**src/rtl/fir_pkg.sv**
```systemverilog
// Shared constants and FSM encoding for the Wishbone-to-FIR bridge.
package fir_pkg;

  localparam logic [31:0] FIR_BASE = 32'h3000_0000;

  localparam logic [7:0] OFS_CTRL = 8'h00;
  localparam logic [7:0] OFS_LEN  = 8'h10;
  localparam logic [7:0] OFS_X    = 8'h80;
  localparam logic [7:0] OFS_Y    = 8'h84;

  typedef enum logic [2:0] {
    ST_IDLE,
    ST_LWR,
    ST_LRA,
    ST_LRD,
    ST_SXP,
    ST_SYP,
    ST_ACK
  } fir_state_e;

endpackage

```
**src/rtl/axil_master_if.sv**
```systemverilog
// AXI-Lite master channel sequencing for the bridge: AW/W complete independently, AR then R.
// Valids/readies are registered and only raised while the owning FSM state is active.
module axil_master_if
  import fir_pkg::*;
#(
  parameter int pADDR_WIDTH = 32,
  parameter int pDATA_WIDTH = 32
) (
  input  logic                   clk,
  input  logic                   rst_n,
  input  fir_state_e             st,
  input  logic                   wr_start,
  input  logic                   rd_start,
  input  logic                   abort,
  input  logic [pADDR_WIDTH-1:0] addr,
  input  logic [pDATA_WIDTH-1:0] data,
  output logic                   awvalid,
  output logic [pADDR_WIDTH-1:0] awaddr,
  input  logic                   awready,
  output logic                   wvalid,
  output logic [pDATA_WIDTH-1:0] wdata,
  input  logic                   wready,
  output logic                   arvalid,
  output logic [pADDR_WIDTH-1:0] araddr,
  input  logic                   arready,
  output logic                   rready,
  input  logic                   rvalid,
  input  logic [pDATA_WIDTH-1:0] rdata,
  output logic                   wr_done,
  output logic                   ar_hs,
  output logic                   rd_done,
  output logic [pDATA_WIDTH-1:0] rd_data
);

  logic                   aw_vld_q, aw_vld_d, w_vld_q, w_vld_d;
  logic                   aw_done_q, aw_done_d, w_done_q, w_done_d;
  logic                   ar_vld_q, ar_vld_d, r_rdy_q, r_rdy_d;
  logic [pADDR_WIDTH-1:0] awaddr_q, awaddr_d, araddr_q, araddr_d;
  logic [pDATA_WIDTH-1:0] wdata_q, wdata_d;
  logic                   aw_hs, w_hs, r_hs;

  assign aw_hs   = (st == ST_LWR) & aw_vld_q & awready;
  assign w_hs    = (st == ST_LWR) & w_vld_q & wready;
  assign ar_hs   = (st == ST_LRA) & ar_vld_q & arready;
  assign r_hs    = (st == ST_LRD) & r_rdy_q & rvalid;
  assign wr_done = (st == ST_LWR) & (aw_done_q | aw_hs) & (w_done_q | w_hs);
  // A read response arriving alongside the address handshake is taken directly.
  assign rd_done = r_hs | (ar_hs & rvalid);
  assign rd_data = rdata;

  always_comb begin
    aw_vld_d  = aw_vld_q;
    w_vld_d   = w_vld_q;
    aw_done_d = aw_done_q;
    w_done_d  = w_done_q;
    ar_vld_d  = ar_vld_q;
    r_rdy_d   = r_rdy_q;
    awaddr_d  = awaddr_q;
    araddr_d  = araddr_q;
    wdata_d   = wdata_q;
    if (wr_start) begin
      aw_vld_d  = 1'b1;
      w_vld_d   = 1'b1;
      aw_done_d = 1'b0;
      w_done_d  = 1'b0;
      awaddr_d  = addr;
      wdata_d   = data;
    end
    if (rd_start) begin
      ar_vld_d = 1'b1;
      araddr_d = addr;
    end
    if (aw_hs) begin
      aw_vld_d  = 1'b0;
      aw_done_d = 1'b1;
    end
    if (w_hs) begin
      w_vld_d  = 1'b0;
      w_done_d = 1'b1;
    end
    if (ar_hs) begin
      ar_vld_d = 1'b0;
      r_rdy_d  = ~rvalid;
    end
    if (r_hs) r_rdy_d = 1'b0;
    if (abort) begin
      aw_vld_d = 1'b0;
      w_vld_d  = 1'b0;
      ar_vld_d = 1'b0;
      r_rdy_d  = 1'b0;
    end
  end

  always_ff @(posedge clk) begin
    if (!rst_n) begin
      aw_vld_q  <= 1'b0;
      w_vld_q   <= 1'b0;
      aw_done_q <= 1'b0;
      w_done_q  <= 1'b0;
      ar_vld_q  <= 1'b0;
      r_rdy_q   <= 1'b0;
      awaddr_q  <= '0;
      araddr_q  <= '0;
      wdata_q   <= '0;
    end else begin
      aw_vld_q  <= aw_vld_d;
      w_vld_q   <= w_vld_d;
      aw_done_q <= aw_done_d;
      w_done_q  <= w_done_d;
      ar_vld_q  <= ar_vld_d;
      r_rdy_q   <= r_rdy_d;
      awaddr_q  <= awaddr_d;
      araddr_q  <= araddr_d;
      wdata_q   <= wdata_d;
    end
  end

  assign awvalid = aw_vld_q;
  assign wvalid  = w_vld_q;
  assign arvalid = ar_vld_q;
  assign rready  = r_rdy_q;
  assign awaddr  = awaddr_q;
  assign araddr  = araddr_q;
  assign wdata   = wdata_q;

endmodule

```
**src/rtl/wb_fir_bridge.sv**
```systemverilog
// Wishbone slave mapping CPU accesses onto the FIR's AXI-Lite and X/Y streams.
// Every handshake is bounded by a timeout that error-acks with all-ones data and a sticky flag.
module wb_fir_bridge
  import fir_pkg::*;
#(
  parameter int                     pADDR_WIDTH = 32,
  parameter int                     pDATA_WIDTH = 32,
  parameter logic [pADDR_WIDTH-1:0] pBASE       = FIR_BASE,
  parameter int                     pTIMEOUT    = 255
) (
  input  logic                   axis_clk,
  input  logic                   axis_rst_n,
  input  logic                   wb_cyc_i,
  input  logic                   wb_stb_i,
  input  logic                   wb_we_i,
  input  logic [3:0]             wb_sel_i,
  input  logic [pADDR_WIDTH-1:0] wb_adr_i,
  input  logic [pDATA_WIDTH-1:0] wb_dat_i,
  output logic                   wb_ack_o,
  output logic [pDATA_WIDTH-1:0] wb_dat_o,
  output logic                   awvalid,
  output logic [pADDR_WIDTH-1:0] awaddr,
  input  logic                   awready,
  output logic                   wvalid,
  output logic [pDATA_WIDTH-1:0] wdata,
  input  logic                   wready,
  output logic                   arvalid,
  output logic [pADDR_WIDTH-1:0] araddr,
  input  logic                   arready,
  output logic                   rready,
  input  logic                   rvalid,
  input  logic [pDATA_WIDTH-1:0] rdata,
  output logic                   ss_tvalid,
  output logic [pDATA_WIDTH-1:0] ss_tdata,
  output logic                   ss_tlast,
  input  logic                   ss_tready,
  output logic                   sm_tready,
  input  logic                   sm_tvalid,
  input  logic [pDATA_WIDTH-1:0] sm_tdata,
  input  logic                   sm_tlast,
  output logic                   err_o
);

  localparam logic [8:0] TMO_MAX = 9'(pTIMEOUT);

  fir_state_e             state_q, state_d;
  logic [7:0]             ofs_q, ofs_d;
  logic [pDATA_WIDTH-1:0] dat_q, dat_d;
  logic [8:0]             tmo_q, tmo_d;
  logic [31:0]            len_q, len_d, x_cnt_q, x_cnt_d;
  logic                   ss_vld_q, ss_vld_d, ss_last_q, ss_last_d, sm_rdy_q, sm_rdy_d;
  logic [pDATA_WIDTH-1:0] ss_dat_q, ss_dat_d, rdat_q, rdat_d;
  logic                   ack_q, ack_d, err_q, err_d;

  logic hit, is_x, is_y, busy, tmo_hit, fail;
  logic wr_start, rd_start, wr_done, ar_hs, rd_done;
  logic [pDATA_WIDTH-1:0] rd_data;
  logic unused_sigs;

  assign unused_sigs = ^{wb_sel_i, sm_tlast};

  assign hit  = wb_cyc_i & wb_stb_i & (wb_adr_i[pADDR_WIDTH-1:8] == pBASE[pADDR_WIDTH-1:8]);
  assign is_x = wb_we_i & (wb_adr_i[7:0] == OFS_X);
  assign is_y = ~wb_we_i & (wb_adr_i[7:0] == OFS_Y);
  assign busy = (state_q == ST_LWR) | (state_q == ST_LRA) | (state_q == ST_LRD) |
                (state_q == ST_SXP) | (state_q == ST_SYP);
  assign tmo_hit = (tmo_q == TMO_MAX);

  always_comb begin
    state_d   = state_q;
    ofs_d     = ofs_q;
    dat_d     = dat_q;
    tmo_d     = tmo_q;
    len_d     = len_q;
    x_cnt_d   = x_cnt_q;
    ss_vld_d  = ss_vld_q;
    ss_dat_d  = ss_dat_q;
    ss_last_d = ss_last_q;
    sm_rdy_d  = sm_rdy_q;
    ack_d     = 1'b0;
    rdat_d    = rdat_q;
    err_d     = err_q;
    wr_start  = 1'b0;
    rd_start  = 1'b0;
    fail      = 1'b0;
    if (busy) tmo_d = tmo_q + 9'd1;
    case (state_q)
      ST_IDLE: begin
        if (hit) begin
          ofs_d = wb_adr_i[7:0];
          dat_d = wb_dat_i;
          tmo_d = '0;
          if (is_x) begin
            state_d   = ST_SXP;
            ss_vld_d  = 1'b1;
            ss_dat_d  = wb_dat_i;
            ss_last_d = (len_q != 32'd0) && (x_cnt_q == len_q - 32'd1);
          end else if (is_y) begin
            state_d  = ST_SYP;
            sm_rdy_d = 1'b1;
          end else if (wb_we_i) begin
            state_d  = ST_LWR;
            wr_start = 1'b1;
          end else begin
            state_d  = ST_LRA;
            rd_start = 1'b1;
          end
        end
      end
      ST_LWR: begin
        if (wr_done) begin
          state_d = ST_ACK;
          ack_d   = 1'b1;
          // Snoop completed config writes so tlast can be generated locally.
          if (ofs_q == OFS_LEN) len_d = dat_q;
          if ((ofs_q == OFS_CTRL) && dat_q[0]) x_cnt_d = '0;
        end else if (tmo_hit) begin
          fail = 1'b1;
        end
      end
      ST_LRA: begin
        if (rd_done) begin
          state_d = ST_ACK;
          ack_d   = 1'b1;
          rdat_d  = rd_data;
        end else if (ar_hs) begin
          state_d = ST_LRD;
        end else if (tmo_hit) begin
          fail = 1'b1;
        end
      end
      ST_LRD: begin
        if (rd_done) begin
          state_d = ST_ACK;
          ack_d   = 1'b1;
          rdat_d  = rd_data;
        end else if (tmo_hit) begin
          fail = 1'b1;
        end
      end
      ST_SXP: begin
        if (ss_tready) begin
          state_d  = ST_ACK;
          ack_d    = 1'b1;
          ss_vld_d = 1'b0;
          x_cnt_d  = x_cnt_q + 32'd1;
        end else if (tmo_hit) begin
          fail = 1'b1;
        end
      end
      ST_SYP: begin
        if (sm_tvalid) begin
          state_d  = ST_ACK;
          ack_d    = 1'b1;
          sm_rdy_d = 1'b0;
          rdat_d   = sm_tdata;
        end else if (tmo_hit) begin
          fail = 1'b1;
        end
      end
      ST_ACK:  state_d = ST_IDLE;
      default: state_d = ST_IDLE;
    endcase
    if (fail) begin
      state_d  = ST_ACK;
      ack_d    = 1'b1;
      ss_vld_d = 1'b0;
      sm_rdy_d = 1'b0;
      rdat_d   = '1;
      err_d    = 1'b1;
    end
  end

  always_ff @(posedge axis_clk) begin
    if (!axis_rst_n) begin
      state_q   <= ST_IDLE;
      ofs_q     <= '0;
      dat_q     <= '0;
      tmo_q     <= '0;
      len_q     <= '0;
      x_cnt_q   <= '0;
      ss_vld_q  <= 1'b0;
      ss_dat_q  <= '0;
      ss_last_q <= 1'b0;
      sm_rdy_q  <= 1'b0;
      ack_q     <= 1'b0;
      rdat_q    <= '0;
      err_q     <= 1'b0;
    end else begin
      state_q   <= state_d;
      ofs_q     <= ofs_d;
      dat_q     <= dat_d;
      tmo_q     <= tmo_d;
      len_q     <= len_d;
      x_cnt_q   <= x_cnt_d;
      ss_vld_q  <= ss_vld_d;
      ss_dat_q  <= ss_dat_d;
      ss_last_q <= ss_last_d;
      sm_rdy_q  <= sm_rdy_d;
      ack_q     <= ack_d;
      rdat_q    <= rdat_d;
      err_q     <= err_d;
    end
  end

  axil_master_if #(
    .pADDR_WIDTH (pADDR_WIDTH),
    .pDATA_WIDTH (pDATA_WIDTH)
  ) u_axil (
    .clk      (axis_clk),
    .rst_n    (axis_rst_n),
    .st       (state_q),
    .wr_start (wr_start),
    .rd_start (rd_start),
    .abort    (fail),
    .addr     (wb_adr_i),
    .data     (wb_dat_i),
    .awvalid  (awvalid),
    .awaddr   (awaddr),
    .awready  (awready),
    .wvalid   (wvalid),
    .wdata    (wdata),
    .wready   (wready),
    .arvalid  (arvalid),
    .araddr   (araddr),
    .arready  (arready),
    .rready   (rready),
    .rvalid   (rvalid),
    .rdata    (rdata),
    .wr_done  (wr_done),
    .ar_hs    (ar_hs),
    .rd_done  (rd_done),
    .rd_data  (rd_data)
  );

  // An abandoned Wishbone cycle still finishes on the AXI side but gets no ack.
  assign wb_ack_o  = ack_q & wb_cyc_i;
  assign wb_dat_o  = rdat_q;
  assign err_o     = err_q;
  assign ss_tvalid = ss_vld_q;
  assign ss_tdata  = ss_dat_q;
  assign ss_tlast  = ss_last_q;
  assign sm_tready = sm_rdy_q;

endmodule

```
**config.mk**
```make
export PLATFORM = sky130hd
export DESIGN_NAME = wb_fir_bridge
export DESIGN_NICKNAME = d
export VERILOG_FILES = /design/src/rtl/fir_pkg.sv /design/src/rtl/axil_master_if.sv /design/src/rtl/wb_fir_bridge.sv
export SDC_FILE = /design/constraint.sdc
export NUM_CORES = 1
export LEC_CHECK = 0
export CAP_MARGIN = 20
export CORE_UTILIZATION = 35
export DETAILED_ROUTE_END_ITERATION = 16
export PLACE_DENSITY_LB_ADDON = 0.25
export SYNTH_ARGS = -nofsm -noshare
export SYNTH_HDL_FRONTEND = slang
export SYNTH_SLANG_ARGS = --single-unit
```
**constraint.sdc**
```tcl
create_clock -name axis_clk -period 7.3 [get_ports axis_clk]
set_clock_uncertainty 0.15 [all_clocks]
set_input_delay 1.46 -clock axis_clk [delete_from_list [all_inputs] [get_ports axis_clk]]
set_output_delay 1.46 -clock axis_clk [all_outputs]
set_load 0.02 [all_outputs]
```
==> flow_metrics.env, run 1 <==
export IMPL_gp_congestion=0.8238
export IMPL_dpl_hpwl_microns=23810
export IMPL_synth_cell_types=56
export IMPL_power_w=0.004079
export IMPL_ys_flop_type="dfxtp_1"
export IMPL_grt_use_total=0.1884
export IMPL_grt_pass1_wl_microns=55210
export IMPL_path_clk_slew_ps=50
export IMPL_power_density_mw_per_mm2=243.7
export IMPL_slew_headroom=0.3759
export IMPL_io_buffers=307
export IMPL_vias_per_cell=4.939
export IMPL_cts_hold_buf=0
export IMPL_combinationalPowerShare=0.155
export IMPL_dieWidth_microns=188.3
export IMPL_syn_avg_cell_area_sq_um=8.250
export IMPL_setup_tns_ps=0
export IMPL_ff2ff_path_depth=8
export IMPL_min_from="ss_tdata[18]"
export IMPL_antenna_found_initial=0
export IMPL_grt_max_degree=131
export IMPL_drc=0
export IMPL_cts_sinks=287
export IMPL_p_seq_frac=0.421
export IMPL_finalWorstSetupSlack_ps=2657
export IMPL_ir_worst_vdd_v=0.0001584
export IMPL_max_freq_mhz=215.4
export IMPL_setup_viol=0
export IMPL_initial_core_util=0.3588
export IMPL_power_leakage_nw=5.976
export IMPL_maxCapViolations=0
export IMPL_synthesis_area_sq_mm=0.01215
export IMPL_dr_pass1_iters=5
export IMPL_ys_seq_area_frac=0.4728
export IMPL_p_switching_w=0.001074
export IMPL_drive_gt1_frac=0.05000
export IMPL_coreArea_sq_mm=0.03387
export IMPL_status="complete, no violations"
export IMPL_r2r_slack_ps=3650
export IMPL_period_minus_slack_ps=4643
export IMPL_min_period_over_period=0.6361
export IMPL_insertedDiodeCount=0
export IMPL_clock_latency_ps=510
export IMPL_ant_nets=0
export IMPL_critPathRequiredTime_ps=7580
export IMPL_cts_root_buf="clkbuf_16"
export IMPL_synth_edff_count=0
export IMPL_max_slew_worst_pin_slew_ps=936.1
export IMPL_fill_cells=3267
export IMPL_ys_warn_count=0
export IMPL_rsz0062_at_grt="false"
export IMPL_final_nets=1887
export IMPL_totalWireLength_microns=34070
export IMPL_pre_cts_ws_ps=2070
export IMPL_slowest_stage="or4_2"
export IMPL_first_global_vias=10791
export IMPL_fp_dieH_microns=188.3
export IMPL_holdPathStages=2
export IMPL_cp_arrival_ps=4920
export IMPL_cts_tree="yes"
export IMPL_drt_iter0_drc=548
export IMPL_path_cells="clkdlybuf4s50_1 -> nor4b_1 -> nand4_1 -> or4_2 -> or2_1 -> nor3_1 -> o2111ai_1 -> or4_1 -> o21ai_1"
export IMPL_p_int_w=0.003005
export IMPL_cts_path_max_buffers=3
export IMPL_slowest_delay_ps=1170
export IMPL_gr_total_overflow=0
export IMPL_netSwitchingFraction=0.2633
export IMPL_crit_type="input pin to flop"
export IMPL_postCtsSetupRepairBufs=0
export IMPL_p_clk_frac=0.424
export IMPL_io_pins=313
export IMPL_vias=10906
export IMPL_r2r_start="state_q[0]"
export IMPL_cp_start_kind="input pin"
export IMPL_cts_buffers=35
export IMPL_synthCells=1473
export IMPL_synth_seq_cells=287
export IMPL_cts_resized=0
export IMPL_end_kind="flop"
export IMPL_cts_max_level=2
export IMPL_whs_endpoint="ss_tdata[18]"
export IMPL_critPathMaxFanout=45
export IMPL_hp_class="flop to flop"
export IMPL_async_flop_share=0
export IMPL_synth_nets=1624
export IMPL_area_delta_synth_final_pct=37.72
export IMPL_finalMaxSlewViolations=0
export IMPL_crit_path_start="wb_adr_i[9]"
export IMPL_rows=67
export IMPL_rr_endpoint="x_cnt_q[30]"
export IMPL_post_drt_wl_per_cell_microns=15.43
export IMPL_hold_violations=0
export IMPL_dieArea_sq_mm=0.03547
[layout make-up]
cell class | instances | area [sq um] | share of cell area
multi-input cells | 1084 | 6045 | 0.3611
flip-flops and latches | 287 | 5746 | 0.3433
repair buffers | 319 | 3184 | 0.1903
clock buffers | 45 | 1005 | 0.06003
well taps | 448 | 560.5 | 0.03349
clock inverters | 16 | 163.9 | 0.009793
inverters | 9 | 33.78 | 0.002018
[cells by family after synthesis]
logic type | after synthesis | synth area share
flops | 287 | 0.4728
xor+xnor | 79 | 0.05693
compound gates | 296 | 0.1676
simple gates | 694 | 0.2569
mux | 8 | 0.006692
fa+ha+maj | 7 | 0.007207
buf+inv | 102 | 0.03192
[worst max path at each step]
stage	to	slack [ps]
2_1_floorplan	ss_tlast	3360
3_3_place_gp	ss_tlast	2120
3_5_place_dp	ss_tlast	2070
4_1_cts	ss_tlast	2600
5_1_grt	ss_tlast	2430
6_report	ss_tlast	2660
[layout by cell type, fill, tap and decap left out, types with 6 or more instances in the layout]
cell             instances
nand2_1                403
clkdlybuf4s50_1        306
dfxtp_1                287
a21boi_0               185
nor2_1                  74
nand3_1                 56
o21ai_0                 53
and3_1                  52
xor2_1                  49
clkbuf_16               36
xnor2_1                 30
a21oi_1                 19
nand4_1                 16
nor3_1                  16
or3_1                   14
nor4_1                  11
buf_4                   11
inv_1                    9
or4_1                    8
mux2i_1                  7
a31oi_1                  7
ha_1                     7
clkbuf_8                 7
and2_1                   6
o21a_1                   6
clkinv_2                 6
[sequential cells by signal (all words and copies together) (netlist names)]
name and count:
len_q 32, wb_dat_o 32, x_cnt_q 32, ack_q 1, u_axil.araddr 32, ofs_q 8
ss_tvalid 1, u_axil.awaddr 32, ss_tdata 32, u_axil.aw_done_q 1, u_axil.rready 1, dat_q 32
sm_tready 1, u_axil.wdata 32, ss_tlast 1, err_o 1, u_axil.awvalid 1, u_axil.w_done_q 1
u_axil.arvalid 1, state_q 3, tmo_q 9, u_axil.wvalid 1
[Yosys cell counts (all sizes together) (6+ instances only)]
master | n | area share
or4 | 9 | 0.0056
nor4b | 6 | 0.0048
nor4 | 12 | 0.0062
clkbuf | 88 | 0.027
dfxtp | 287 | 0.47
a31oi | 7 | 0.0036
or3 | 14 | 0.0072
a21oi | 19 | 0.0078
o21ai | 56 | 0.023
nor3 | 17 | 0.0074
xnor2 | 30 | 0.022
xor2 | 49 | 0.035
and3 | 53 | 0.027
o21a | 6 | 0.0037
ha | 7 | 0.0072
inv | 9 | 0.0028
nand2 | 403 | 0.12
nor3b | 6 | 0.0041
and2 | 6 | 0.0031
nand4 | 16 | 0.0082
mux2i | 7 | 0.0058
a21boi | 185 | 0.11
nor2 | 76 | 0.024
nand3 | 57 | 0.023
[critical path: cells and delay by family]
family,cells,cell delay (ps)
buf+inv,1,450
compound gates,2,270
simple gates,6,2740
[power groups by stage]
stage,clock network [W],logic (W),registers (W)
floorplan,0,0.000255,0.00182
global placement,0,0.000628,0.00174
detailed placement,0,0.000632,0.00174
CTS,0.00178,0.000636,0.00171
global route,0.00184,0.000690,0.00173
finish,0.00173,0.000632,0.00172
[per-layer routing]
metal	global-route usage	up-vias	share of wire	wire [microns]
met3	0.05085	51	0.064	2187
li1	-	5518	-	-
met4	0.05211	0	0.022	755
met2	0.3392	273	0.50	17070
met1	0.2178	5064	0.41	14060
met5	0	-	0	0
[stage by stage]
stage / utilization / instances / instance area [sq um] / hold slack, ps
2_1_floorplan: - / 1473 / 12150 / 285.4
3_3_place_gp: 0.4589 / 2146 / 15540 / 297.1
3_5_place_dp: 0.4597 / 2147 / 15570 / 302.0
4_1_cts: 0.4942 / 2208 / 16740 / 314.7
5_1_grt: 0.4942 / 2208 / 16740 / 330.4
6_report: 0.4942 / 2208 / 16740 / 311.1
Power figures use the tool's default switching activity.
==> inputs of run 2 (changes only) <==
==> constraint.sdc (replaced) <==
create_clock -name axis_clk -period 4.2 [get_ports axis_clk]
set_clock_uncertainty 0.15 [all_clocks]
set_input_delay 0.84 -clock axis_clk [delete_from_list [all_inputs] [get_ports axis_clk]]
set_output_delay 0.84 -clock axis_clk [all_outputs]
set_load 0.02 [all_outputs]
==> flow_metrics.env, run 2 (synthesis results as in run 1) <==
export IMPL_final_nets=1894
export IMPL_crit_type="input pin to flop"
export IMPL_grt_use_total=0.1881
export IMPL_finalMaxSlewViolations=0
export IMPL_dieWidth_microns=188.3
export IMPL_cp_start_kind="input pin"
export IMPL_drt_iter0_drc=492
export IMPL_coreArea_sq_mm=0.03387
export IMPL_hold_violations=0
export IMPL_rows=67
export IMPL_critPathMaxFanout=44
export IMPL_cts_path_max_buffers=3
export IMPL_max_freq_mhz=286.3
export IMPL_fp_dieH_microns=188.3
export IMPL_io_pins=313
export IMPL_max_slew_worst_pin_slew_ps=905.7
export IMPL_ir_worst_vdd_v=0.0003026
export IMPL_totalWireLength_microns=34150
export IMPL_rsz0062_at_grt="false"
export IMPL_power_leakage_nw=5.998
export IMPL_cts_max_level=1
export IMPL_clock_latency_ps=560
export IMPL_area_delta_synth_final_pct=37.88
export IMPL_postCtsSetupRepairBufs=0
export IMPL_fill_cells=3243
export IMPL_end_kind="flop"
export IMPL_cts_sinks=287
export IMPL_dieArea_sq_mm=0.03547
export IMPL_cts_resized=0
export IMPL_vias=10864
export IMPL_io_buffers=307
export IMPL_slowest_stage="or4_2"
export IMPL_period_minus_slack_ps=3492
export IMPL_hp_class="flop to flop"
export IMPL_holdWs_ps=308.4
export IMPL_maxCapViolations=0
export IMPL_gr_total_overflow=0
export IMPL_final_seq_area_sq_mm=0.005746
export IMPL_multi_input_area_sq_mm=0.006045
export IMPL_insertedDiodeCount=0
export IMPL_final_cell_mix="nand2_1 (403), clkdlybuf4s50_1 (306), dfxtp_1 (287), a21boi_0 (185), nor2_1 (74)"
export IMPL_antenna_found_initial=0
export IMPL_setup_viol=0
export IMPL_vias_per_cell=4.905
export IMPL_drc=0
export IMPL_path_clk_slew_ps=60
export IMPL_status="complete, no violations"
export IMPL_initial_core_util=0.3588
export IMPL_cts_hold_buf=0
export IMPL_gp_congestion=0.8391
export IMPL_drive_gt1_frac=0.05207
export IMPL_slowest_delay_ps=760
export IMPL_first_global_vias=10801
export IMPL_slew_headroom=0.3962
export IMPL_dr_pass1_iters=4
export IMPL_setup_tns_ps=0
export IMPL_cts_buffers=31
export IMPL_cts_tree="yes"
export IMPL_grt_pass1_wl_microns=55170
export IMPL_path_cells="clkdlybuf4s50_1 -> nor4b_1 -> nand4_1 -> or4_2 -> buf_4 -> or2_2 -> and3_1"
export IMPL_grt_max_degree=139
export IMPL_ant_nets=0
export IMPL_cts_root_buf="clkbuf_16"
export IMPL_post_drt_wl_per_cell_microns=15.42
export IMPL_final_common_cell="nand2_1"
export IMPL_power_w=0.006929
export IMPL_min_period_over_period=0.8315
export IMPL_dpl_hpwl_microns=23780
export IMPL_critPathRequiredTime_ps=4500
export IMPL_cp_arrival_ps=3790
export IMPL_power_density_mw_per_mm2=413.5
==> run 2: cell count changes in the layout (fill, tap and decap cells not counted), sizes merged <==
cell / before / now
clkinv: 9 / 8
clkinvlp: 3 / 1
bufinv: 2 / 4
clkbuf: 45 / 43
buf: 13 / 24
inv: 11 / 10
==> run 2: final timing paths <==
path	startpoint	endpoint	slack [ps]	depth (start not counted)
min reg2reg	u_axil.wdata[9]	u_axil.wdata[9]	310	2
min	u_axil.wdata[9]	u_axil.wdata[9]	310	2
max	wb_adr_i[31]	u_axil.araddr[25]	710	7
max reg2reg	state_q[0]	x_cnt_q[29]	870	8
==> run 2: stage by stage <==
| step | util | cells | area (sq um) | setup WS, ps |
|---|---|---|---|---|
| global placement | 0.4624 | 2157 | 15660 | 175.6 |
| detailed placement | 0.4624 | 2157 | 15660 | 137.7 |
| floorplan | - | 1473 | 12150 | 883.5 |
| CTS | 0.4939 | 2214 | 16730 | 731.6 |
| global route | 0.4948 | 2215 | 16760 | 482.4 |
| finish | 0.4948 | 2215 | 16760 | 707.8 |
==> run 2: metal layers <==
metal,vias to the layer above,track usage,part of all wire
met1,5071,0.2159,0.41
met3,44,0.04656,0.064
li1,5502,-,-
met2,247,0.3501,0.51
met4,0,0.03784,0.015
met5,-,0,0
==> run 2: critical path: cells and delay by family <==
| kind | cells | cell delay, ps |
|---|---|---|
| AND/OR/NAND/NOR | 5 | 2150 |
| buffers and inverters | 2 | 770 |
==> run 2: area by class of cell <==
class,instances,area share
Clock buffer,43,0.05317
Clock inverter,14,0.01053
Inverter,9,0.002016
Multi-Input combinational cell,1084,0.3607
Sequential cell,287,0.3429
Tap cell,448,0.03345
Timing Repair Buffer,330,0.1972
==> run 2: power by group <==
group          leakage, nW  total [W]  switching (W)  internal, W
Clock                0.531    0.00283        0.00111      0.00172
Sequential            2.32    0.00298       0.000107      0.00287
Combinational         3.15    0.00112       0.000578     0.000544
